**src/rtl/ctrl_pipe_if.sv**
```systemverilog
// Control-pipe bundle: ID-stage instruction fields in, staged EX/M/WB control out.
// Latency: none, wiring only.
// Backpressure: stall is the only upstream hold; there is no ready signal.
interface ctrl_pipe_if #(
  parameter int RA_W  = 5,
  parameter int CNT_W = 8
);
  logic             id_valid;
  logic [5:0]       opcode;
  logic [RA_W-1:0]  id_rs;
  logic [RA_W-1:0]  id_rt;
  logic             branch_taken;
  logic [3:0]       idex_ex;
  logic [2:0]       idex_m;
  logic [1:0]       idex_wb;
  logic [2:0]       exmem_m;
  logic [1:0]       exmem_wb;
  logic [1:0]       memwb_wb;
  logic             stall;
  logic             illegal;
  logic [CNT_W-1:0] illegal_cnt;

  // Pipeline-front side: supplies instructions and the flush request.
  modport master (
    output id_valid, opcode, id_rs, id_rt, branch_taken,
    input  idex_ex, idex_m, idex_wb, exmem_m, exmem_wb, memwb_wb,
    input  stall, illegal, illegal_cnt
  );

  // Control-pipe side.
  modport slave (
    input  id_valid, opcode, id_rs, id_rt, branch_taken,
    output idex_ex, idex_m, idex_wb, exmem_m, exmem_wb, memwb_wb,
    output stall, illegal, illegal_cnt
  );
endinterface

```
**src/rtl/ctrl_pipe.sv**
```systemverilog
// Decodes the ID opcode and carries EX/M/WB control through ID/EX, EX/MEM and MEM/WB.
// Latency: idex_* 1 edge, exmem_* 2 edges, memwb_wb 3 edges after ID.
// Backpressure: combinational stall on load-use inserts a bubble; a taken branch flushes ID/EX and EX/MEM.
module ctrl_pipe #(
  parameter int RA_W      = 5,
  parameter int CNT_W     = 8,
  parameter bit HAZARD_EN = 1'b1
) (
  input  logic          clk,
  input  logic          rst_n,
  ctrl_pipe_if.slave    bus
);
  localparam logic [5:0] OP_RTYPE = 6'b000000;
  localparam logic [5:0] OP_LW    = 6'b100011;
  localparam logic [5:0] OP_SW    = 6'b101011;
  localparam logic [5:0] OP_BEQ   = 6'b000100;
  localparam logic [5:0] OP_NOP   = 6'b100000;

  logic [3:0]      dec_ex;
  logic [2:0]      dec_m;
  logic [1:0]      dec_wb;
  logic            dec_ill;
  logic            rt_hit;
  logic            stall_w;
  logic            adv_ill;

  logic [3:0]      idex_ex_q,  idex_ex_d;
  logic [2:0]      idex_m_q,   idex_m_d;
  logic [1:0]      idex_wb_q,  idex_wb_d;
  logic [RA_W-1:0] idex_rt_q,  idex_rt_d;
  logic [2:0]      exmem_m_q,  exmem_m_d;
  logic [1:0]      exmem_wb_q, exmem_wb_d;
  logic [1:0]      memwb_wb_q, memwb_wb_d;
  logic            illegal_q,  illegal_d;
  logic [CNT_W-1:0] cnt_q,     cnt_d;

  // Main decoder; a bubble (id_valid=0) and an illegal opcode both yield all-zero control.
  always_comb begin
    dec_ex  = 4'b0000;
    dec_m   = 3'b000;
    dec_wb  = 2'b00;
    dec_ill = 1'b0;
    if (bus.id_valid) begin
      case (bus.opcode)
        OP_RTYPE: begin dec_ex = 4'b1100; dec_wb = 2'b10; end
        OP_LW:    begin dec_ex = 4'b0001; dec_m = 3'b010; dec_wb = 2'b11; end
        OP_SW:    begin dec_ex = 4'b0001; dec_m = 3'b001; end
        OP_BEQ:   begin dec_ex = 4'b0010; dec_m = 3'b100; end
        OP_NOP:   ;
        default:  dec_ill = 1'b1;
      endcase
    end
  end

  // A load in EX whose destination feeds the ID instruction must hold ID one cycle; a flush overrides it.
  assign rt_hit  = (idex_rt_q == bus.id_rs) | (idex_rt_q == bus.id_rt);
  assign stall_w = HAZARD_EN & bus.id_valid & idex_m_q[1] & rt_hit & ~bus.branch_taken;
  assign adv_ill = dec_ill & ~stall_w & ~bus.branch_taken;

  // Next-state for all pipeline control registers and the illegal-opcode tracker.
  always_comb begin
    idex_ex_d  = dec_ex;
    idex_m_d   = dec_m;
    idex_wb_d  = dec_wb;
    idex_rt_d  = idex_rt_q;
    if (bus.id_valid && !dec_ill) begin
      idex_rt_d = bus.id_rt;
    end
    if (stall_w || bus.branch_taken) begin
      idex_ex_d = 4'b0000;
      idex_m_d  = 3'b000;
      idex_wb_d = 2'b00;
      idex_rt_d = idex_rt_q;
    end
    exmem_m_d  = bus.branch_taken ? 3'b000 : idex_m_q;
    exmem_wb_d = bus.branch_taken ? 2'b00  : idex_wb_q;
    // MEM/WB always advances: on a flush it receives the resolving branch, whose WB is 00.
    memwb_wb_d = exmem_wb_q;
    illegal_d  = illegal_q | adv_ill;
    cnt_d      = cnt_q;
    if (adv_ill && (cnt_q != {CNT_W{1'b1}})) begin
      cnt_d = cnt_q + CNT_W'(1);
    end
  end

  // State registers; reset discards all in-flight control at once.
  always_ff @(posedge clk or negedge rst_n) begin
    if (!rst_n) begin
      idex_ex_q  <= '0;
      idex_m_q   <= '0;
      idex_wb_q  <= '0;
      idex_rt_q  <= '0;
      exmem_m_q  <= '0;
      exmem_wb_q <= '0;
      memwb_wb_q <= '0;
      illegal_q  <= 1'b0;
      cnt_q      <= '0;
    end else begin
      idex_ex_q  <= idex_ex_d;
      idex_m_q   <= idex_m_d;
      idex_wb_q  <= idex_wb_d;
      idex_rt_q  <= idex_rt_d;
      exmem_m_q  <= exmem_m_d;
      exmem_wb_q <= exmem_wb_d;
      memwb_wb_q <= memwb_wb_d;
      illegal_q  <= illegal_d;
      cnt_q      <= cnt_d;
    end
  end

  assign bus.idex_ex     = idex_ex_q;
  assign bus.idex_m      = idex_m_q;
  assign bus.idex_wb     = idex_wb_q;
  assign bus.exmem_m     = exmem_m_q;
  assign bus.exmem_wb    = exmem_wb_q;
  assign bus.memwb_wb    = memwb_wb_q;
  assign bus.stall       = stall_w;
  assign bus.illegal     = illegal_q;
  assign bus.illegal_cnt = cnt_q;
endmodule

```
**src/flat_wrapper.sv**
```systemverilog
// flat-port wrapper written by rule: the top's interface ports become plain ports
module ctrl_pipe_flat 
#(
  parameter int RA_W      = 5,
  parameter int CNT_W     = 8,
  parameter bit HAZARD_EN = 1'b1
)
  (clk, rst_n, bus_id_valid, bus_opcode, bus_id_rs, bus_id_rt, bus_branch_taken, bus_idex_ex, bus_idex_m, bus_idex_wb, bus_exmem_m, bus_exmem_wb, bus_memwb_wb, bus_stall, bus_illegal, bus_illegal_cnt);
  ctrl_pipe_if #(.RA_W(RA_W), .CNT_W(CNT_W)) bus_i ();
  input  logic clk;
  input  logic rst_n;
  input wire logic [$bits(bus_i.id_valid)-1:0] bus_id_valid;
  input wire logic [$bits(bus_i.opcode)-1:0] bus_opcode;
  input wire logic [$bits(bus_i.id_rs)-1:0] bus_id_rs;
  input wire logic [$bits(bus_i.id_rt)-1:0] bus_id_rt;
  input wire logic [$bits(bus_i.branch_taken)-1:0] bus_branch_taken;
  output wire logic [$bits(bus_i.idex_ex)-1:0] bus_idex_ex;
  output wire logic [$bits(bus_i.idex_m)-1:0] bus_idex_m;
  output wire logic [$bits(bus_i.idex_wb)-1:0] bus_idex_wb;
  output wire logic [$bits(bus_i.exmem_m)-1:0] bus_exmem_m;
  output wire logic [$bits(bus_i.exmem_wb)-1:0] bus_exmem_wb;
  output wire logic [$bits(bus_i.memwb_wb)-1:0] bus_memwb_wb;
  output wire logic [$bits(bus_i.stall)-1:0] bus_stall;
  output wire logic [$bits(bus_i.illegal)-1:0] bus_illegal;
  output wire logic [$bits(bus_i.illegal_cnt)-1:0] bus_illegal_cnt;
  assign bus_i.id_valid = bus_id_valid;
  assign bus_i.opcode = bus_opcode;
  assign bus_i.id_rs = bus_id_rs;
  assign bus_i.id_rt = bus_id_rt;
  assign bus_i.branch_taken = bus_branch_taken;
  assign bus_idex_ex = bus_i.idex_ex;
  assign bus_idex_m = bus_i.idex_m;
  assign bus_idex_wb = bus_i.idex_wb;
  assign bus_exmem_m = bus_i.exmem_m;
  assign bus_exmem_wb = bus_i.exmem_wb;
  assign bus_memwb_wb = bus_i.memwb_wb;
  assign bus_stall = bus_i.stall;
  assign bus_illegal = bus_i.illegal;
  assign bus_illegal_cnt = bus_i.illegal_cnt;
  ctrl_pipe #(.RA_W(RA_W), .CNT_W(CNT_W), .HAZARD_EN(HAZARD_EN)) u_core (.clk(clk), .rst_n(rst_n), .bus(bus_i));
endmodule
```
**config.mk**
```make
export PLATFORM = sky130hd
export DESIGN_NAME = ctrl_pipe_flat
export DESIGN_NICKNAME = d
export VERILOG_FILES = /design/src/rtl/ctrl_pipe_if.sv /design/src/rtl/ctrl_pipe.sv /design/src/flat_wrapper.sv
export SDC_FILE = /design/constraint.sdc
export NUM_CORES = 1
export LEC_CHECK = 0
export BUFFER_PORTS_ARGS = -buffer_cell sky130_fd_sc_hd__buf_2
export CAP_MARGIN = 15
export CELL_PAD_IN_SITES_DETAIL_PLACEMENT = 0
export CELL_PAD_IN_SITES_GLOBAL_PLACEMENT = 1
export CORE_AREA = 5 5 69 71
export DETAILED_ROUTE_END_ITERATION = 8
export DIE_AREA = 0 0 74 76
export PLACE_DENSITY_LB_ADDON = 0.3
export SETUP_SLACK_MARGIN = 0.4
export SYNTH_ARGS = -nofsm -noshare
export SYNTH_HDL_FRONTEND = slang
export SYNTH_SLANG_ARGS = --single-unit
export TNS_END_PERCENT = 20
```
**constraint.sdc**
```tcl
create_clock -name clk -period 1.7 [get_ports clk]
set_clock_uncertainty 0.2 [all_clocks]
set_input_delay 0.34 -clock clk [delete_from_list [all_inputs] [get_ports clk]]
set_output_delay 0.34 -clock clk [all_outputs]
set_load 0.03 [all_outputs]
```
==> results by group <==
Placed design
  – GP Congestion: around 0.8
  – I/O Buffers: between 40 and 50
  – Inst Count DP: approximately 210
  – Post-DP HPWL: around 2300 µm
  – Place WS: -0.282 ns

Clock network
  – Clock root buffer: clkbuf_8
  – Clock slew at reported path FFs: around 0.06 ns
  – Worst skew pair latency: around 0.28 ns
  – Clock sinks: 29
  – CTS tree: done
  – Depth of the CTS H-tree: 2
  – CTS Buf Count: 5
  – Max Root-Sink Buffers: 2

STA
  – Unrepaired setup endpoints after global routing: yes
  – Final Max Tran Viols: 0
  – Final Hold Vio Count: 29
  – Final setup viols: 23
  – Fin crit period: between 2 and 2.5 ns
  – Worst slew margin: between 50 and 60%
  – Final-layout worst hold slack: -0.111 ns
  – Worst-Margin Slew: roughly 0.65 ns
  – Setup ws final: -0.376 ns
  – Fmax: roughly 0.48 GHz
  – Final period utilization: 122%

Final layout
  – Sequential Area: roughly 740 µm²
  – NumNets Final: ~190
  – Syn-to-layout area delta: 63.2%
  – Fillers: just under 400
  – Leading cell type in the layout, fill and taps excluded: buf_6
  – Share of cells above drive strength 1: roughly three fifths
  – Multi-input logic area: approximately 740 µm²
  – Post-route insts no fill: around 220
  – Ant. Diodes: 0
  – Commonest non-fill, non-tap cells in the layout: 28 x buf_6, 21 x dfrtp_1, 20 x buf_2

Routing
  – DR vias: 1053
  – First-pass iteration count of the detailed router: 5
  – Remaining DRCs: 0
  – Antenna-violating nets left: 0
  – Post-Route WL: roughly 3200 µm
  – Routed length per instance: 14.5 µm
  – Vias/cell: between 4 and 5
  – DR iter-0 viols: 20

Run
  – Maxcap violations: 0

Die
  – Die Wd: roughly 74 µm
  – FP Rows: 24
  – Core area: 4170 µm²
  – Die ar.: about 5600 µm²
  – Starting Density: ~32%
  – I/O Pins: 46
  – Die height: 76 µm

Setup path
  – R2R Path Start: u_core.idex_rt_q[4]
  – Critical Path Stages: 5
  – R2r setup slk: -0.32 ns
  – Critical-path maximum fanout: 3
  – Worst Path Buf+Inv: 1
  – CP peak stage delay: between 0.4 and 0.5 ns
  – Reg2reg path depth: 9
  – Critical path cell sequence: xnor2_1 > nand4_2 > o22ai_4 > and2_4 > buf_6
  – Delay-heaviest family, CP: flip-flops
  – Slowest CP cell: dfrtp_1
  – CP Capture Type: output port
  – Critical path class: reg -> out
  – CP startpoint: u_core.idex_rt_q[3]
  – CP required: about 1.2 ns
  – CP Launch Type: flip-flop
  – Worst Setup EP: bus_stall
  – WP data arrival: between 1.5 and 2 ns
  – R2R Path End: u_core.bus.illegal_cnt[6]

Global routing
  – Initial antenna violation count: 0
  – Grt ovf: 0
  – First-pass GRT wire length: around 5600 µm
  – Tot GR Track Use: around 13%
  – Largest net degree at the start of global routing: 30
  – Number of global-route vias before repair: between 1000 and 1500

Yosys
  – Synthesized area per cell: around 13 µm²
  – Count of cell types in the netlist: 32
  – Yosys warnings: 0
  – Gate Count Post-Synth: 103
  – Mapped Nets: between 100 and 150
  – Synth Cell Area: ~1400 µm²
  – Yosys reg bits: 29
  – Sequential share of the synthesized area: 53.6%

Power
  – Sequential power share: a little under 40%
  – Switching Fraction: a little under a third
  – Pwr dens: between 1000 and 1500 nW/µm²
  – Pint: 1.72 mW
  – Clk pwr share: 33.9%
  – Combinational share of power: between 20% and 30%
  – VDD IR max: between 0.8 and 0.9 mV
  – Lkg Pwr: between 1 and 1.5 nW
  – P_sw: roughly 0.8 mW

Outcome
  – Status: complete, but fails checks
  – Violated checks: negative hold slack, negative setup slack

Hold path
  – Hold Crit Class: in -> async
## cell families (layout without fill, tap and decap cells)
family,after synthesis,in the layout,synth area share (%)
fa+ha+maj,1,1,0.923
simple gates,41,41,22.2
xor+xnor,17,17,11.0
compound gates,6,6,5.73
buf+inv,3,71,1.66
mux,6,6,4.99
flops,29,29,53.6
## layer usage
| metal | routed length [µm] | GRT usage, % | up-vias |
|---|---|---|---|
| li1 | - | - | 503 |
| met1 | 1240 | 15.0 | 516 |
| met2 | 1790 | 21.6 | 32 |
| met3 | 198 | 3.96 | 2 |
| met4 | 15 | 4.35 | 0 |
| met5 | 0 | 0 | - |
## stage by stage
stage / instance area, µm² / util (%) / power [mW] / TNS, ns
2_1_floorplan: 1380 / - / 1.32 / -0.237
5_1_grt: 2210 / 53.0 / 2.64 / -8.01
6_report: 2210 / 53.0 / 2.51 / -5.99
3_5_place_dp: 1770 / 42.3 / 1.53 / -5.13
3_3_place_gp: 1770 / 42.3 / 1.50 / -3.98
4_1_cts: 2160 / 51.9 / 2.50 / -6.17
## layout make-up
type	count	share of cell area, %
clock buffers	5	3.11
multi-input cells	71	33.4
flip-flops and latches	29	33.3
clock inverters	3	2.94
well taps	52	2.94
repair buffers	62	24.1
inverters	1	0.170
## worst register-to-register path: stages (launching register included)
cell	delay, ns
dfrtp_2	0.44
xnor2_2	0.15
nand4_2	0.12
o22ai_4	0.09
buf_4	0.14
buf_6	0.11
buf_6	0.12
buf_12	0.14
nor4_4	0.28
xor2_1	0.16
## worst min path at each step
stage               cells past startpoint                endpoint  slack, ns                    from
finish                                  1     u_core.idex_rt_q[0]      -0.11                   rst_n
global route                            1   u_core.bus.idex_wb[1]      -0.06                   rst_n
CTS                                     1    u_core.bus.idex_m[2]       -0.1                   rst_n
detailed placement                      0  u_core.bus.memwb_wb[0]       0.18  u_core.bus.exmem_wb[0]
global placement                        0  u_core.bus.memwb_wb[1]       0.16  u_core.bus.exmem_wb[1]
floorplan                               0   u_core.bus.exmem_m[0]      -0.16                   rst_n
## cell usage after synthesis (all sizes together)
cell type   n  area share, %
a221oi      1           0.65
o21ai       1            1.2
dfrtp      29             54
mux2        6            5.0
nor2        1           0.28
nand2       6            1.7
and3        2           0.92
nand2b      1           0.46
or4         1           0.55
a2bb2oi     1            1.1
a31o        1           0.65
xnor2      11            7.1
o22ai       1            1.5
and2        2           0.92
nand4b      1            1.1
nor2b       7            3.2
nand3       3            1.1
ha          1           0.92
inv         1           0.28
a21oi       1           0.65
nor3        6            3.4
nor4        6            5.3
xor2        6            3.9
buf         2            1.4
or3         1           0.46
nand4       4            2.8
## state kept, by name, summed over array words and instances, names as in the netlist
name and cells:
u_core.bus.exmem_m 3, u_core.bus.idex_m 3, u_core.bus.exmem_wb 2, u_core.idex_rt_q 5
u_core.bus.idex_wb 2, u_core.bus.illegal_cnt 8, u_core.bus.memwb_wb 2, u_core.bus.idex_ex 3
u_core.bus.illegal 1
## power by group through the flow
stage / registers [mW] / clock network (mW) / logic, mW
6_report: 0.967 / 0.850 / 0.692
3_3_place_gp: 0.946 / 0 / 0.558
5_1_grt: 0.991 / 0.895 / 0.750
4_1_cts: 0.957 / 0.868 / 0.672
3_5_place_dp: 0.952 / 0 / 0.577
2_1_floorplan: 1.09 / 0 / 0.237
## what timing repair did
item,in CTS,in global routing
hold endpoints to repair,29,29
endpoints found under the setup margin,48,48
setup buffers,2,0
resized for setup,65,9
pin swaps,13,5
(Power assumes the default switching activity.)
